<file path="src/rtl/imm_encoder_if.sv">
// Request/response bundle for imm_encoder: request fields in, encoded
// instruction words out through a valid/ready register.
interface imm_encoder_if;
  logic        in_valid;
  logic        in_ready;
  logic [2:0]  imm_src;
  logic [31:0] imm;
  logic [6:0]  opcode;
  logic [2:0]  funct3;
  logic [4:0]  rd;
  logic [4:0]  rs1;
  logic [4:0]  rs2;
  logic        split_en;
  logic        out_valid;
  logic        out_ready;
  logic [31:0] out_word;
  logic        out_err;
  logic        out_last;
  logic [15:0] err_count;

  modport master (
    output in_valid, imm_src, imm, opcode, funct3, rd, rs1, rs2, split_en, out_ready,
    input  in_ready, out_valid, out_word, out_err, out_last, err_count
  );

  modport slave (
    input  in_valid, imm_src, imm, opcode, funct3, rd, rs1, rs2, split_en, out_ready,
    output in_ready, out_valid, out_word, out_err, out_last, err_count
  );
endinterface

</file>
<file path="src/rtl/imm_encoder.sv">
// Builds RISC-V instruction words from an immediate plus register/opcode
// fields, range-checks the immediate and splits wide ADDI constants into LUI+ADDI.
module imm_encoder (
  input  logic         clk,
  input  logic         rst,
  imm_encoder_if.slave bus
);

  typedef enum logic [1:0] {
    ST_EMPTY = 2'd0,
    ST_FULL  = 2'd1,
    ST_PEND  = 2'd2
  } state_t;

  state_t      r_state;
  state_t      w_state_next;
  logic [31:0] r_out_word;
  logic [31:0] w_out_word_next;
  logic        r_out_err;
  logic        w_out_err_next;
  logic        r_out_last;
  logic        w_out_last_next;
  logic [31:0] r_pend_word;
  logic [31:0] w_pend_word_next;
  logic [15:0] r_err_count;

  logic [31:0] w_imm;
  logic        w_legal;
  logic [31:0] w_enc_word;
  logic        w_split;
  logic [19:0] w_hi;
  logic [31:0] w_lui_word;
  logic [31:0] w_addi_word;
  logic        w_in_ready;
  logic        w_out_valid;
  logic        w_load;

  assign w_imm = bus.imm;

  always_comb begin
    w_legal    = 1'b0;
    w_enc_word = 32'd0;
    case (bus.imm_src)
      3'b000: begin
        w_legal    = (&w_imm[31:11]) | ~(|w_imm[31:11]);
        w_enc_word = {w_imm[11:0], bus.rs1, bus.funct3, bus.rd, bus.opcode};
      end
      3'b001: begin
        w_legal    = (&w_imm[31:11]) | ~(|w_imm[31:11]);
        w_enc_word = {w_imm[11:5], bus.rs2, bus.rs1, bus.funct3, w_imm[4:0], bus.opcode};
      end
      3'b010: begin
        w_legal    = ((&w_imm[31:12]) | ~(|w_imm[31:12])) & ~w_imm[0];
        w_enc_word = {w_imm[12], w_imm[10:5], bus.rs2, bus.rs1, bus.funct3,
                      w_imm[4:1], w_imm[11], bus.opcode};
      end
      3'b011: begin
        w_legal    = ((&w_imm[31:20]) | ~(|w_imm[31:20])) & ~w_imm[0];
        w_enc_word = {w_imm[20], w_imm[10:1], w_imm[11], w_imm[19:12], bus.rd, bus.opcode};
      end
      3'b100: begin
        w_legal    = ~(|w_imm[11:0]);
        w_enc_word = {w_imm[31:12], bus.rd, bus.opcode};
      end
      default: begin
        w_legal    = 1'b0;
        w_enc_word = 32'd0;
      end
    endcase
  end

  // ADDI sign-extends its low 12 bits, so the LUI half absorbs bit 11 as a carry.
  assign w_split = (bus.imm_src == 3'b000) && !w_legal && bus.split_en &&
                   (bus.opcode == 7'b0010011) && (bus.funct3 == 3'b000);
  assign w_hi        = w_imm[31:12] + {19'd0, w_imm[11]};
  assign w_lui_word  = {w_hi, bus.rd, 7'b0110111};
  assign w_addi_word = {w_imm[11:0], bus.rd, 3'b000, bus.rd, 7'b0010011};

  always_comb begin
    w_state_next     = r_state;
    w_out_word_next  = r_out_word;
    w_out_err_next   = r_out_err;
    w_out_last_next  = r_out_last;
    w_pend_word_next = r_pend_word;
    w_in_ready       = 1'b0;
    w_out_valid      = 1'b0;
    w_load           = 1'b0;
    case (r_state)
      ST_EMPTY: begin
        w_in_ready = 1'b1;
        w_load     = bus.in_valid;
      end
      ST_FULL: begin
        w_out_valid = 1'b1;
        w_in_ready  = bus.out_ready;
        if (bus.out_ready) begin
          if (bus.in_valid) begin
            w_load = 1'b1;
          end else begin
            w_state_next = ST_EMPTY;
          end
        end
      end
      ST_PEND: begin
        w_out_valid = 1'b1;
        if (bus.out_ready) begin
          w_out_word_next = r_pend_word;
          w_out_err_next  = 1'b0;
          w_out_last_next = 1'b1;
          w_state_next    = ST_FULL;
        end
      end
      default: w_state_next = ST_EMPTY;
    endcase
    if (!rst) begin
      w_in_ready = 1'b0;
    end
    if (w_load) begin
      if (w_split) begin
        w_out_word_next  = w_lui_word;
        w_out_err_next   = 1'b0;
        w_out_last_next  = 1'b0;
        w_pend_word_next = w_addi_word;
        w_state_next     = ST_PEND;
      end else begin
        w_out_word_next = w_enc_word;
        w_out_err_next  = !w_legal;
        w_out_last_next = 1'b1;
        w_state_next    = ST_FULL;
      end
    end
  end

  always_ff @(posedge clk) begin
    if (!rst) begin
      r_state <= ST_EMPTY;
    end else begin
      r_state <= w_state_next;
    end
  end

  always_ff @(posedge clk) begin
    if (!rst) begin
      r_out_word  <= 32'd0;
      r_out_err   <= 1'b0;
      r_out_last  <= 1'b0;
      r_pend_word <= 32'd0;
      r_err_count <= 16'd0;
    end else begin
      r_out_word  <= w_out_word_next;
      r_out_err   <= w_out_err_next;
      r_out_last  <= w_out_last_next;
      r_pend_word <= w_pend_word_next;
      if (w_out_valid && bus.out_ready && r_out_err && (r_err_count != 16'hFFFF)) begin
        r_err_count <= r_err_count + 16'd1;
      end
    end
  end

  assign bus.in_ready  = w_in_ready;
  assign bus.out_valid = w_out_valid;
  assign bus.out_word  = r_out_word;
  assign bus.out_err   = r_out_err;
  assign bus.out_last  = r_out_last;
  assign bus.err_count = r_err_count;

endmodule

</file>
<file path="src/flat_wrapper.sv">
// flat-port wrapper written by rule: the top's interface ports become plain ports
module imm_encoder_flat 
  (clk, rst, bus_in_valid, bus_imm_src, bus_imm, bus_opcode, bus_funct3, bus_rd, bus_rs1, bus_rs2, bus_split_en, bus_out_ready, bus_in_ready, bus_out_valid, bus_out_word, bus_out_err, bus_out_last, bus_err_count);
  imm_encoder_if bus_i ();
  input  logic clk;
  input  logic rst;
  input wire logic [$bits(bus_i.in_valid)-1:0] bus_in_valid;
  input wire logic [$bits(bus_i.imm_src)-1:0] bus_imm_src;
  input wire logic [$bits(bus_i.imm)-1:0] bus_imm;
  input wire logic [$bits(bus_i.opcode)-1:0] bus_opcode;
  input wire logic [$bits(bus_i.funct3)-1:0] bus_funct3;
  input wire logic [$bits(bus_i.rd)-1:0] bus_rd;
  input wire logic [$bits(bus_i.rs1)-1:0] bus_rs1;
  input wire logic [$bits(bus_i.rs2)-1:0] bus_rs2;
  input wire logic [$bits(bus_i.split_en)-1:0] bus_split_en;
  input wire logic [$bits(bus_i.out_ready)-1:0] bus_out_ready;
  output wire logic [$bits(bus_i.in_ready)-1:0] bus_in_ready;
  output wire logic [$bits(bus_i.out_valid)-1:0] bus_out_valid;
  output wire logic [$bits(bus_i.out_word)-1:0] bus_out_word;
  output wire logic [$bits(bus_i.out_err)-1:0] bus_out_err;
  output wire logic [$bits(bus_i.out_last)-1:0] bus_out_last;
  output wire logic [$bits(bus_i.err_count)-1:0] bus_err_count;
  assign bus_i.in_valid = bus_in_valid;
  assign bus_i.imm_src = bus_imm_src;
  assign bus_i.imm = bus_imm;
  assign bus_i.opcode = bus_opcode;
  assign bus_i.funct3 = bus_funct3;
  assign bus_i.rd = bus_rd;
  assign bus_i.rs1 = bus_rs1;
  assign bus_i.rs2 = bus_rs2;
  assign bus_i.split_en = bus_split_en;
  assign bus_i.out_ready = bus_out_ready;
  assign bus_in_ready = bus_i.in_ready;
  assign bus_out_valid = bus_i.out_valid;
  assign bus_out_word = bus_i.out_word;
  assign bus_out_err = bus_i.out_err;
  assign bus_out_last = bus_i.out_last;
  assign bus_err_count = bus_i.err_count;
  imm_encoder u_core (.clk(clk), .rst(rst), .bus(bus_i));
endmodule
</file>
<file path="config.mk">
export PLATFORM = sky130hd
export DESIGN_NAME = imm_encoder_flat
export DESIGN_NICKNAME = d
export VERILOG_FILES = /design/src/rtl/imm_encoder_if.sv /design/src/rtl/imm_encoder.sv /design/src/flat_wrapper.sv
export SDC_FILE = /design/constraint.sdc
export NUM_CORES = 1
export LEC_CHECK = 0
export CAP_MARGIN = 5
export CORE_MARGIN = 4
export CORE_UTILIZATION = 45
export DETAILED_ROUTE_END_ITERATION = 10
export GPL_ROUTABILITY_DRIVEN = 0
export PLACE_DENSITY = 0.82
export SLEW_MARGIN = 15
export SYNTH_ARGS = -nofsm -noshare
export SYNTH_HDL_FRONTEND = slang
export SYNTH_SLANG_ARGS = --single-unit
</file>
<file path="constraint.sdc">
create_clock -name clk -period 2.8 [get_ports clk]
set_clock_uncertainty 0.2 [all_clocks]
set_input_delay 0.56 -clock clk [delete_from_list [all_inputs] [get_ports clk]]
set_output_delay 0.56 -clock clk [all_outputs]
set_load 0.02 [all_outputs]
</file>
==> run_results.csv, run 1 <==
group,metric,value,unit
global_route,grt_overflow,0,
place,hpwl,11.5,mm
floorplan,dieArea,11300,um2
detailed_routing,drt_wl_total,15.1,mm
worst_setup_path,crit_cells,9,
clock_network,cts_sinks,70,
synth,syn-num-nets,637,
detailed_routing,drc,0,
worst_setup_path,cp_max_fo,3,
clock_network,htreeDepth,3,
detailed_routing,drt-vias-per-instance,5.95,
clock_network,tritoncts,"done",
global_route,grt_pass1_wl,24.0,mm
final_layout,drive_above_1_share,14.8,%
synth,synth_seq_area_share,32.3,%
floorplan,initial_utilization,46.5,%
detailed_routing,dr.pass1.iters,7,
job,maxCapViolations,0,
worst_setup_path,cpPeakStageDelay,520,ps
clock_network,clk_latency,360,ps
worst_setup_path,crit_path_top_delay_cell,"clkdlybuf4s50_1",
synth,netlist_area,4340,um2
detailed_routing,routed-via-count,5074,
floorplan,die_x,106,um
synth,ys.flop_type,"dfxtp_1",
power_and_ir_drop,p_clk_share,31.5,%
sta,finalSetupTns,0,ps
run_status,status,"finished, final reports clean",
worst_setup_path,start_kind,"input port",
synth,synth_area_leaders,"dfxtp_1 (32%), nand2_1 (7.8%), a21oi_1 (4.4%), nand3_1 (4.0%), xnor2_1 (4.0%)",
final_layout,n_fill_cell,776,
sta,drv_slew,0,
sta,max_slew.worst_pin.slew,676,ps
detailed_routing,drtAntennaViolNets,0,
power_and_ir_drop,power.share.sequential,43.8,%
synth,ys.warnings.count,0,
synth,ys_types,64,
sta,finalHoldViolCount,0,
floorplan,rows,35,
clock_network,clk_pin_slew,80,ps
sta,whs,262,ps
worst_setup_path,rrSetupSlack,430,ps
hold_path,hp-class,"flop to flop",
final_layout,finalNetCount,791,
synth,synth_top_area_cell,"dfxtp_1",
worst_setup_path,worst_setup_path_end_kind,"flop",
sta,fmax,368,MHz
power_and_ir_drop,switchingPower,743,uW
sta,rsz0062_at_grt,"no",
global_route,grt_use_total,26.1,%
synth,syn_inst,565,
detailed_routing,wl_per_cell,17.6,um
clock_network,clockBufferDepth,2,
final_layout,diodes,0,
power_and_ir_drop,power.leakage,2.29,nW
worst_setup_path,cp.required,2860,ps
power_and_ir_drop,powerDensity,389,nW/um2
power_and_ir_drop,ir_drop,0.209,mV
sta,finalCritPeriodShare,96.9,%
worst_setup_path,reg2reg_to,"u_core.bus.out_word[10]",
worst_setup_path,r2r_start,"u_core.r_state[0]",
final_layout,area_delta_synth_final,43.0,%
worst_setup_path,crit_end,"u_core.bus.out_word[24]",
synth,synth-seq-cells,70,
worst_setup_path,crit_chain,"clkdlybuf4s50_1 -> ha_1 -> ha_1 -> nand3_1 -> nor3_1 -> nand2_1 -> o31ai_1 -> a31oi_1 -> a221oi_1",
sta,slew_headroom,54.5,%
worst_setup_path,critical_path.startpoint,"bus_imm[12]",
worst_setup_path,cp_common_cell,"ha_1",
global_route,grt_pass1_vias,4970,
sta,fin_crit,2710,ps
floorplan,die_y,106,um
clock_network,cts-root-buf,"clkbuf_8",
detailed_routing,dr.first_iter.drc_count,462,
global_route,antenna_found_initial,0,
worst_setup_path,cp_num_buf_inv,1,
power_and_ir_drop,p_int,1.67,mW
global_route,grt_max_degree,46,
synth,synth.avg_cell_area,7.68,um2
power_and_ir_drop,combPwrFrac,24.7,%
worst_setup_path,reg2reg_depth,7,
floorplan,core_area,9330,um2
worst_setup_path,path_delay_family,"simple AND/OR/NAND/NOR gates",
synth,async_flop_share,0,%
floorplan,ios,117,
sta,setup_violations,0,
worst_setup_path,arrival,2780,ps
worst_setup_path,path_class,"input port to flop",
synth,synth_edf_count,0,
synth,synth.top_cell.area_share,32.3,%
power_and_ir_drop,p_sw_share,30.8,%
place,portBuffers,116,
clock_network,cts_inserted_buffers,9,
-- synth_stat cells (2+ instances only) --
library cell / count
nand2_1: 90
and4_1: 5
o211a_1: 4
buf_6: 6
nor2b_1: 3
nand4_2: 2
a21oi_1: 38
nand2b_1: 2
o22ai_1: 8
mux2_2: 3
a32oi_1: 3
nor4_1: 13
a31oi_1: 18
nor3b_1: 4
a22o_1: 4
buf_2: 10
nand3_1: 35
a22oi_1: 23
clkbuf_1: 26
or2_2: 2
xor2_1: 6
nor2_1: 39
o21ai_0: 28
o31ai_1: 2
o211ai_1: 2
and3_1: 5
nor3_1: 11
xnor2_1: 20
a221oi_1: 2
nand4_1: 16
buf_4: 2
ha_1: 7
nor4_2: 2
or3_1: 3
dfxtp_1: 70
nor4b_1: 2
and2_1: 2
inv_1: 11
mux2i_1: 11
-- flip-flops by register name, summed over array words and instances (netlist names) --
name,cells
u_core.r_state,2
u_core.bus.err_count,16
u_core.r_pend_word,18
u_core.bus.out_last,1
u_core.bus.out_err,1
u_core.bus.out_word,32
-- final cells by class --
class | count | area, um2 | share of cell area (%)
tap | 129 | 161 | 2.60
clock buffer | 11 | 141 | 2.28
sequential | 70 | 1400 | 22.6
inverter | 12 | 45.0 | 0.727
multi-input combinational | 437 | 2670 | 43.0
timing repair buffer | 189 | 1750 | 28.3
clock inverter | 5 | 33.8 | 0.545
-- stage by stage --
step	setup slack, ps	power [mW]	util [%]	std cells	instance area (um2)
final	85.9	2.41	66.5	853	6200
after global routing	6.01	2.51	66.5	853	6200
after CTS	20.9	2.40	66.2	852	6170
after detailed placement	-332	1.67	64.3	836	6000
after global placement	-236	1.65	64.3	836	6000
after floorplan	410	1.35	-	565	4340
-- repair_timing --
item | in CTS | in global routing
resized for setup | 0 | 4
endpoints found under the hold margin | 0 | 0
hold buffers | 0 | 0
setup buffers | 0 | 1
setup endpoints to repair | 0 | 7
-- kinds of logic (layout without fill, tap and decap cells) --
logic type	Yosys count	count (layout)	synth area share, %
muxes	14	14	3.32
adders and majority gates	7	7	2.02
and+or+nand+nor	243	243	28.0
buffers and inverters	58	217	6.55
AOI/OAI and AO/OA	147	147	22.5
xor gates and xnor gates	26	26	5.25
DFF	70	70	32.3
-- power by group through the flow --
| stage | combinational [mW] | sequential [mW] | clock [mW] |
|---|---|---|---|
| 2_1_floorplan | 0.228 | 1.12 | 0 |
| 3_3_place_gp | 0.574 | 1.08 | 0 |
| 3_5_place_dp | 0.585 | 1.08 | 0 |
| 4_1_cts | 0.588 | 1.06 | 0.756 |
| 5_1_grt | 0.635 | 1.06 | 0.810 |
| 6_report | 0.596 | 1.06 | 0.759 |
-- placed cells by master, fill, tap and decap left out, types with 3 or more instances in the layout --
cell and n:
clkdlybuf4s50_1 114, nand2_1 90, buf_4 70, dfxtp_1 70
nor2_1 39, a21oi_1 38, nand3_1 35, o21ai_0 28
a22oi_1 23, xnor2_1 20, a31oi_1 18, nand4_1 16
nor4_1 13, inv_1 11, nor3_1 11, mux2i_1 11
clkbuf_8 10, o22ai_1 8, ha_1 7, xor2_1 6
and4_1 5, and3_1 5, o211a_1 4, nor3b_1 4
a22o_1 4, or3_1 3, nor2b_1 3, a32oi_1 3
mux2_2 3, buf_12 3
-- worst min path at each step --
stage                                   to  slack, ps  depth (start not counted)                   start
floorplan           u_core.r_pend_word[20]        230                          2  u_core.r_pend_word[20]
global placement    u_core.r_pend_word[17]        240                          2  u_core.r_pend_word[17]
detailed placement  u_core.r_pend_word[16]        250                          2  u_core.r_pend_word[16]
CTS                 u_core.r_pend_word[20]        260                          2  u_core.r_pend_word[20]
global route        u_core.r_pend_word[20]        290                          2  u_core.r_pend_word[20]
finish              u_core.r_pend_word[30]        260                          2  u_core.r_pend_word[30]
-- layer usage --
metal / up-vias / share of wire (%) / wire (um) / GRT usage (%)
met5: - / 0 / 0 / 0
met4: 0 / 3.2 / 482 / 9.53
met3: 52 / 9.7 / 1460 / 4.68
met2: 308 / 47 / 7080 / 43.9
met1: 2344 / 40 / 6030 / 33.3
li1: 2370 / - / - / -
-- worst register-to-register path: cells and delay by family (launching register included) --
kind | cells | cell delay, ps
compound gates | 3 | 610
simple gates | 2 | 760
flops | 1 | 370
fa+ha+maj | 1 | 220
buf+inv | 1 | 80
Power figures use the tool's default switching activity.
==> run 2, diff against run 1 <==
--- a/config.mk
+++ b/config.mk
@@ -5,12 +5,14 @@
 export SDC_FILE = /design/constraint.sdc
 export NUM_CORES = 1
 export LEC_CHECK = 0
-export CAP_MARGIN = 5
+export CAP_MARGIN = 20
 export CORE_MARGIN = 4
 export CORE_UTILIZATION = 45
 export DETAILED_ROUTE_END_ITERATION = 10
+export DONT_BUFFER_PORTS = 1
 export GPL_ROUTABILITY_DRIVEN = 0
-export PLACE_DENSITY = 0.82
+export HOLD_SLACK_MARGIN = 0.06
+export PLACE_DENSITY = 0.67
 export SLEW_MARGIN = 15
 export SYNTH_ARGS = -nofsm -noshare
 export SYNTH_HDL_FRONTEND = slang
==> run_results.csv, run 2 (synthesis results as in run 1) <==
group,metric,value,unit
worst_setup_path,crit_path_top_delay_cell,"ha_1",
worst_setup_path,path_delay_family,"simple AND/OR/NAND/NOR gates",
floorplan,rows,35,
sta,setup_violations,0,
final_layout,layout_commonest_cell,"nand2_1",
place,dp_cells,663,
detailed_routing,drtAntennaViolNets,0,
clock_network,post_cts_buffers,0,
sta,finalHoldViolCount,0,
clock_network,cts-root-buf,"clkbuf_8",
detailed_routing,routed-via-count,4254,
worst_setup_path,cp_max_fo,6,
worst_setup_path,start_kind,"flop",
final_layout,fin_cells,679,
hold_path,hp-class,"input port to flop",
worst_setup_path,cp_num_buf_inv,1,
sta,fmax,422,MHz
final_layout,layout_common_cells,"nand2_1 (90), dfxtp_1 (70), nor2_1 (39)",
run_status,status,"finished, final reports clean",
sta,max_slew.worst_pin.slew,638,ps
clock_network,ctsResizeCount,0,
detailed_routing,drt_wl_total,13.4,mm
final_layout,drive_above_1_share,8.73,%
clock_network,clk_pin_slew,80,ps
clock_network,cts_inserted_buffers,9,
final_layout,fin_util,49.0,%
worst_setup_path,worst_setup_path_end_kind,"flop",
global_route,grt_overflow,0,
floorplan,initial_utilization,46.5,%
power_and_ir_drop,powerDensity,480,nW/um2
detailed_routing,dr.pass1.iters,5,
final_layout,multi_input_area,2650,um2
power_and_ir_drop,ir_drop,0.237,mV
sta,finalSetupTns,0,ps
hold_path,min_to,"u_core.bus.out_word[19]",
sta,slew_headroom,57.4,%
worst_setup_path,arrival,2400,ps
worst_setup_path,cpPeakStageDelay,410,ps
global_route,grt_max_degree,46,
hold_path,worstHoldStart,"rst",
final_layout,diodes,0,
clock_network,cts_sinks,70,
clock_network,clk_latency,350,ps
worst_setup_path,reg2reg_depth,7,
clock_network,htreeDepth,3,
worst_setup_path,path_class,"flop to flop",
sta,finalCritPeriodShare,84.6,%
final_layout,seqCellArea,1400,um2
worst_setup_path,crit_chain,"inv_1 -> ha_1 -> nand3_1 -> or2_2 -> nor4b_1 -> xnor2_1 -> nor2_1",
final_layout,largest_reg_flops,32,
sta,rsz0062_at_grt,"no",
floorplan,core_area,9330,um2
hold_path,hold_depth,2,
global_route,antenna_found_initial,0,
floorplan,die_x,106,um
sta,fin_crit,2370,ps
clock_network,tritoncts,"done",
clock_network,cts_hold_buf,0,
worst_setup_path,reg2reg_to,"u_core.bus.err_count[6]",
detailed_routing,dr.first_iter.drc_count,305,
global_route,grt_use_total,23.7,%
final_layout,finalNetCount,617,
floorplan,dieArea,11300,um2
worst_setup_path,crit_cells,7,
final_layout,n_fill_cell,932,
worst_setup_path,r2r_start,"u_core.r_state[0]",
detailed_routing,drc,0,
detailed_routing,drt-vias-per-instance,6.27,
job,maxCapViolations,0,
global_route,grt_pass1_wl,21.3,mm
sta,drv_slew,0,
place,portBuffers,0,
power_and_ir_drop,power.leakage,1.53,nW
global_route,grt_pass1_vias,4091,
final_layout,area_delta_synth_final,5.37,%
detailed_routing,wl_per_cell,19.8,um
clock_network,clockBufferDepth,2,
worst_setup_path,cp.required,2830,ps
place,hpwl,9.94,mm
worst_setup_path,rrSetupSlack,430,ps
floorplan,ios,117,
floorplan,die_y,106,um
## run 2: layout make-up
type,count,area share (%)
clock buffers,10,2.79
clock inverters,6,1.53
inverters,12,0.986
multi-input cells,437,58.0
flip-flops and latches,70,30.7
well taps,129,3.53
repair buffers,15,2.46
## run 2: metal layers
layer	vias to the layer above	GRT usage [%]	part of all wire, %
met5	-	0	0
met4	0	4.90	1.3
met3	19	9.96	11
met2	205	38.0	47
met1	2011	29.7	40
li1	2019	-	-
## run 2: worst max path at each step
stage	startpoint	endpoint	slack [ps]
global route	u_core.bus.err_count[4]	u_core.bus.err_count[6]	250
CTS	u_core.r_state[0]	u_core.bus.err_count[6]	420
finish	u_core.r_state[0]	u_core.bus.err_count[6]	430
floorplan	bus_imm_src[2]	u_core.bus.out_word[14]	410
global placement	bus_imm[11]	u_core.bus.out_word[30]	310
detailed placement	bus_imm[11]	u_core.bus.out_word[30]	220
## run 2: report_power, final
group	switching [mW]	internal [mW]
sequential	0.0729	1.03
clock	0.404	0.416
combinational	0.156	0.112
total	0.633	1.56
## run 2: through the flow
stage / power, mW / area (um2) / worst slack [ps] / hold WS [ps]
floorplan: 1.35 / 4340 / 410 / 229
global placement: 1.39 / 4370 / 311 / 237
detailed placement: 1.40 / 4370 / 223 / 242
CTS: 2.21 / 4570 / 425 / 110
global route: 2.30 / 4570 / 247 / 98.9
finish: 2.19 / 4570 / 432 / 122
==> run 3, diff against run 2 <==
--- a/config.mk
+++ b/config.mk
@@ -12,7 +12,7 @@
 export DONT_BUFFER_PORTS = 1
 export GPL_ROUTABILITY_DRIVEN = 0
 export HOLD_SLACK_MARGIN = 0.06
-export PLACE_DENSITY = 0.67
+export PLACE_DENSITY = 0.69
 export SLEW_MARGIN = 15
 export SYNTH_ARGS = -nofsm -noshare
 export SYNTH_HDL_FRONTEND = slang
==> constraint.sdc (replaced) <==
create_clock -name clk -period 2.1 [get_ports clk]
set_clock_uncertainty 0.2 [all_clocks]
set_input_delay 0.42 -clock clk [delete_from_list [all_inputs] [get_ports clk]]
set_output_delay 0.42 -clock clk [all_outputs]
set_load 0.02 [all_outputs]
==> run_results.csv, run 3 (synthesis results as in run 1) <==
group,metric,value,unit
sta,fmax,489,MHz
clock_network,cts_sinks,70,
clock_network,cts_inserted_buffers,9,
worst_setup_path,path_delay_family,"buffers and inverters",
sta,finalHoldViolCount,0,
global_route,grt_pass1_vias,4531,
worst_setup_path,start_kind,"flop",
floorplan,dieArea,11300,um2
detailed_routing,routedLengthMet1,5.89,mm
power_and_ir_drop,power,3.03,mW
floorplan,die_x,106,um
sta,drv_slew,0,
sta,rsz0062_at_grt,"yes",
clock_network,htreeDepth,3,
place,portBuffers,0,
clock_network,clk_latency,350,ps
global_route,grt_overflow,0,
global_route,grt_pass1_wl,23.7,mm
global_route,antenna_found_initial,0,
floorplan,ios,117,
detailed_routing,drtAntennaViolNets,0,
floorplan,initial_utilization,46.5,%
sta,finalCritPeriodShare,97.4,%
power_and_ir_drop,powerDensity,561,nW/um2
worst_setup_path,arrival,2070,ps
floorplan,die_y,106,um
final_layout,layout_commonest_cell,"nand2_1",
detailed_routing,dr.pass1.iters,6,
final_layout,drive_above_1_share,18.3,%
sta,max_slew.worst_pin.slew,965,ps
clock_network,cts-root-buf,"clkbuf_8",
final_layout,largest_reg_flops,32,
detailed_routing,dr.first_iter.drc_count,373,
global_route,grt_max_degree,27,
place,dp_cells,715,
detailed_routing,drt-vias-per-instance,6.14,
final_layout,finalNetCount,701,
final_layout,diodes,0,
floorplan,core_area,9330,um2
detailed_routing,drt_wl_total,15.0,mm
global_route,grt_use_total,26.3,%
clock_network,clockBufferDepth,2,
worst_setup_path,cp_common_cell,"buf_4",
worst_setup_path,cp_num_buf_inv,4,
worst_setup_path,cp_max_fo,9,
detailed_routing,top_layer,"met4",
detailed_routing,wl_per_cell,19.6,um
detailed_routing,routed-via-count,4682,
sta,setup_violations,0,
final_layout,area_delta_synth_final,24.5,%
detailed_routing,dr_wl_met3,1.78,mm
worst_setup_path,crit_path_top_delay_cell,"dfxtp_2",
run_status,status,"finished, final reports clean",
place,hpwl,10.7,mm
sta,fin_crit,2040,ps
worst_setup_path,cp.required,2120,ps
power_and_ir_drop,power.leakage,1.99,nW
hold_path,hp-class,"input port to flop",
detailed_routing,routed-wl-met2,7.05,mm
worst_setup_path,worst_setup_path_end_kind,"flop",
worst_setup_path,cpPeakStageDelay,330,ps
sta,slew_headroom,35.5,%
worst_setup_path,crit_chain,"inv_1 -> ha_1 -> a21oi_2 -> nor2b_1 -> buf_4 -> buf_6 -> nand4_1 -> buf_4 -> nand2_1 -> a21oi_1",
final_layout,fin_cells,763,
clock_network,clk_pin_slew,70,ps
final_layout,layout_common_cells,"nand2_1 (89), dfxtp_1 (69), buf_4 (65)",
power_and_ir_drop,ir_drop,0.411,mV
worst_setup_path,path_class,"flop to flop",
floorplan,rows,35,
job,maxCapViolations,0,
clock_network,tritoncts,"done",
detailed_routing,drc,0,
run 3: changes by cell type in the layout (fill, tap and decap cells not counted), moves of 2 or more:
cell and change:
buf_6 +3, dlygate4sd3_1 +28, or2_2 -2, buf_12 +3, buf_4 +50, ha_1 -2
nor4_2 +2, or2_4 +2, nor4_1 -3
run 3: report_power, final:
group	internal (mW)	switching [mW]	total, mW
clock network	0.557	0.538	1.10
registers	1.38	0.100	1.48
logic	0.215	0.244	0.459
run 3: worst reg2reg max path, cell delays in order (launching register included):
cell     delay, ps
dfxtp_2        330
inv_1          110
ha_1           190
a21oi_2         70
nor2b_1        110
buf_4          180
buf_6          150
nand4_1        210
buf_4          250
nand2_1         70
a21oi_1         50
run 3: final timing paths:
kind / start / end / slack (ps) / depth (start not counted)
setup / recovery: u_core.r_state[1] / u_core.r_pend_word[23] / 60 / 10
hold / removal: bus_imm[25] / u_core.bus.out_word[25] / 80 / 2
setup reg to reg: u_core.r_state[1] / u_core.r_pend_word[23] / 60 / 10
hold reg to reg: u_core.r_pend_word[15] / u_core.r_pend_word[15] / 250 / 2
run 3: cell type report:
| cell class | count | area, um2 |
|---|---|---|
| clock buffers | 10 | 128 |
| clock inverters | 6 | 71.3 |
| fillers | 860 | 3930 |
| inverters | 12 | 45.0 |
| multi-input cells | 437 | 2730 |
| flip-flops and latches | 70 | 1400 |
| well taps | 129 | 161 |
| repair buffers | 99 | 862 |
run 3: repair_timing:
item,CTS,global route
resized for setup,0,11
endpoints found under the setup margin,0,58
hold endpoints to repair,45,0
hold buffers,28,0
buffers inserted,0,3
run 3: per-stage QoR:
stage          hold WS, ps  TNS, ps  setup WS, ps  utilization [%]  area (um2)
2_1_floorplan          228     -850         -73.4                -        4410
3_3_place_gp           237    -2660          -120             52.1        4860
3_5_place_dp           241    -4130          -158             52.1        4860
4_1_cts               68.8        0          2.01             57.2        5340
5_1_grt               63.2     -104         -17.0             57.9        5400
6_report              84.5        0          55.2             57.9        5400
run 3: per-layer routing:
metal | global-route usage (%) | vias up
li1 | - | 2182
met1 | 33.5 | 2206
met2 | 43.1 | 267
met3 | 8.32 | 27
met4 | 6.66 | 0
met5 | 0 | -
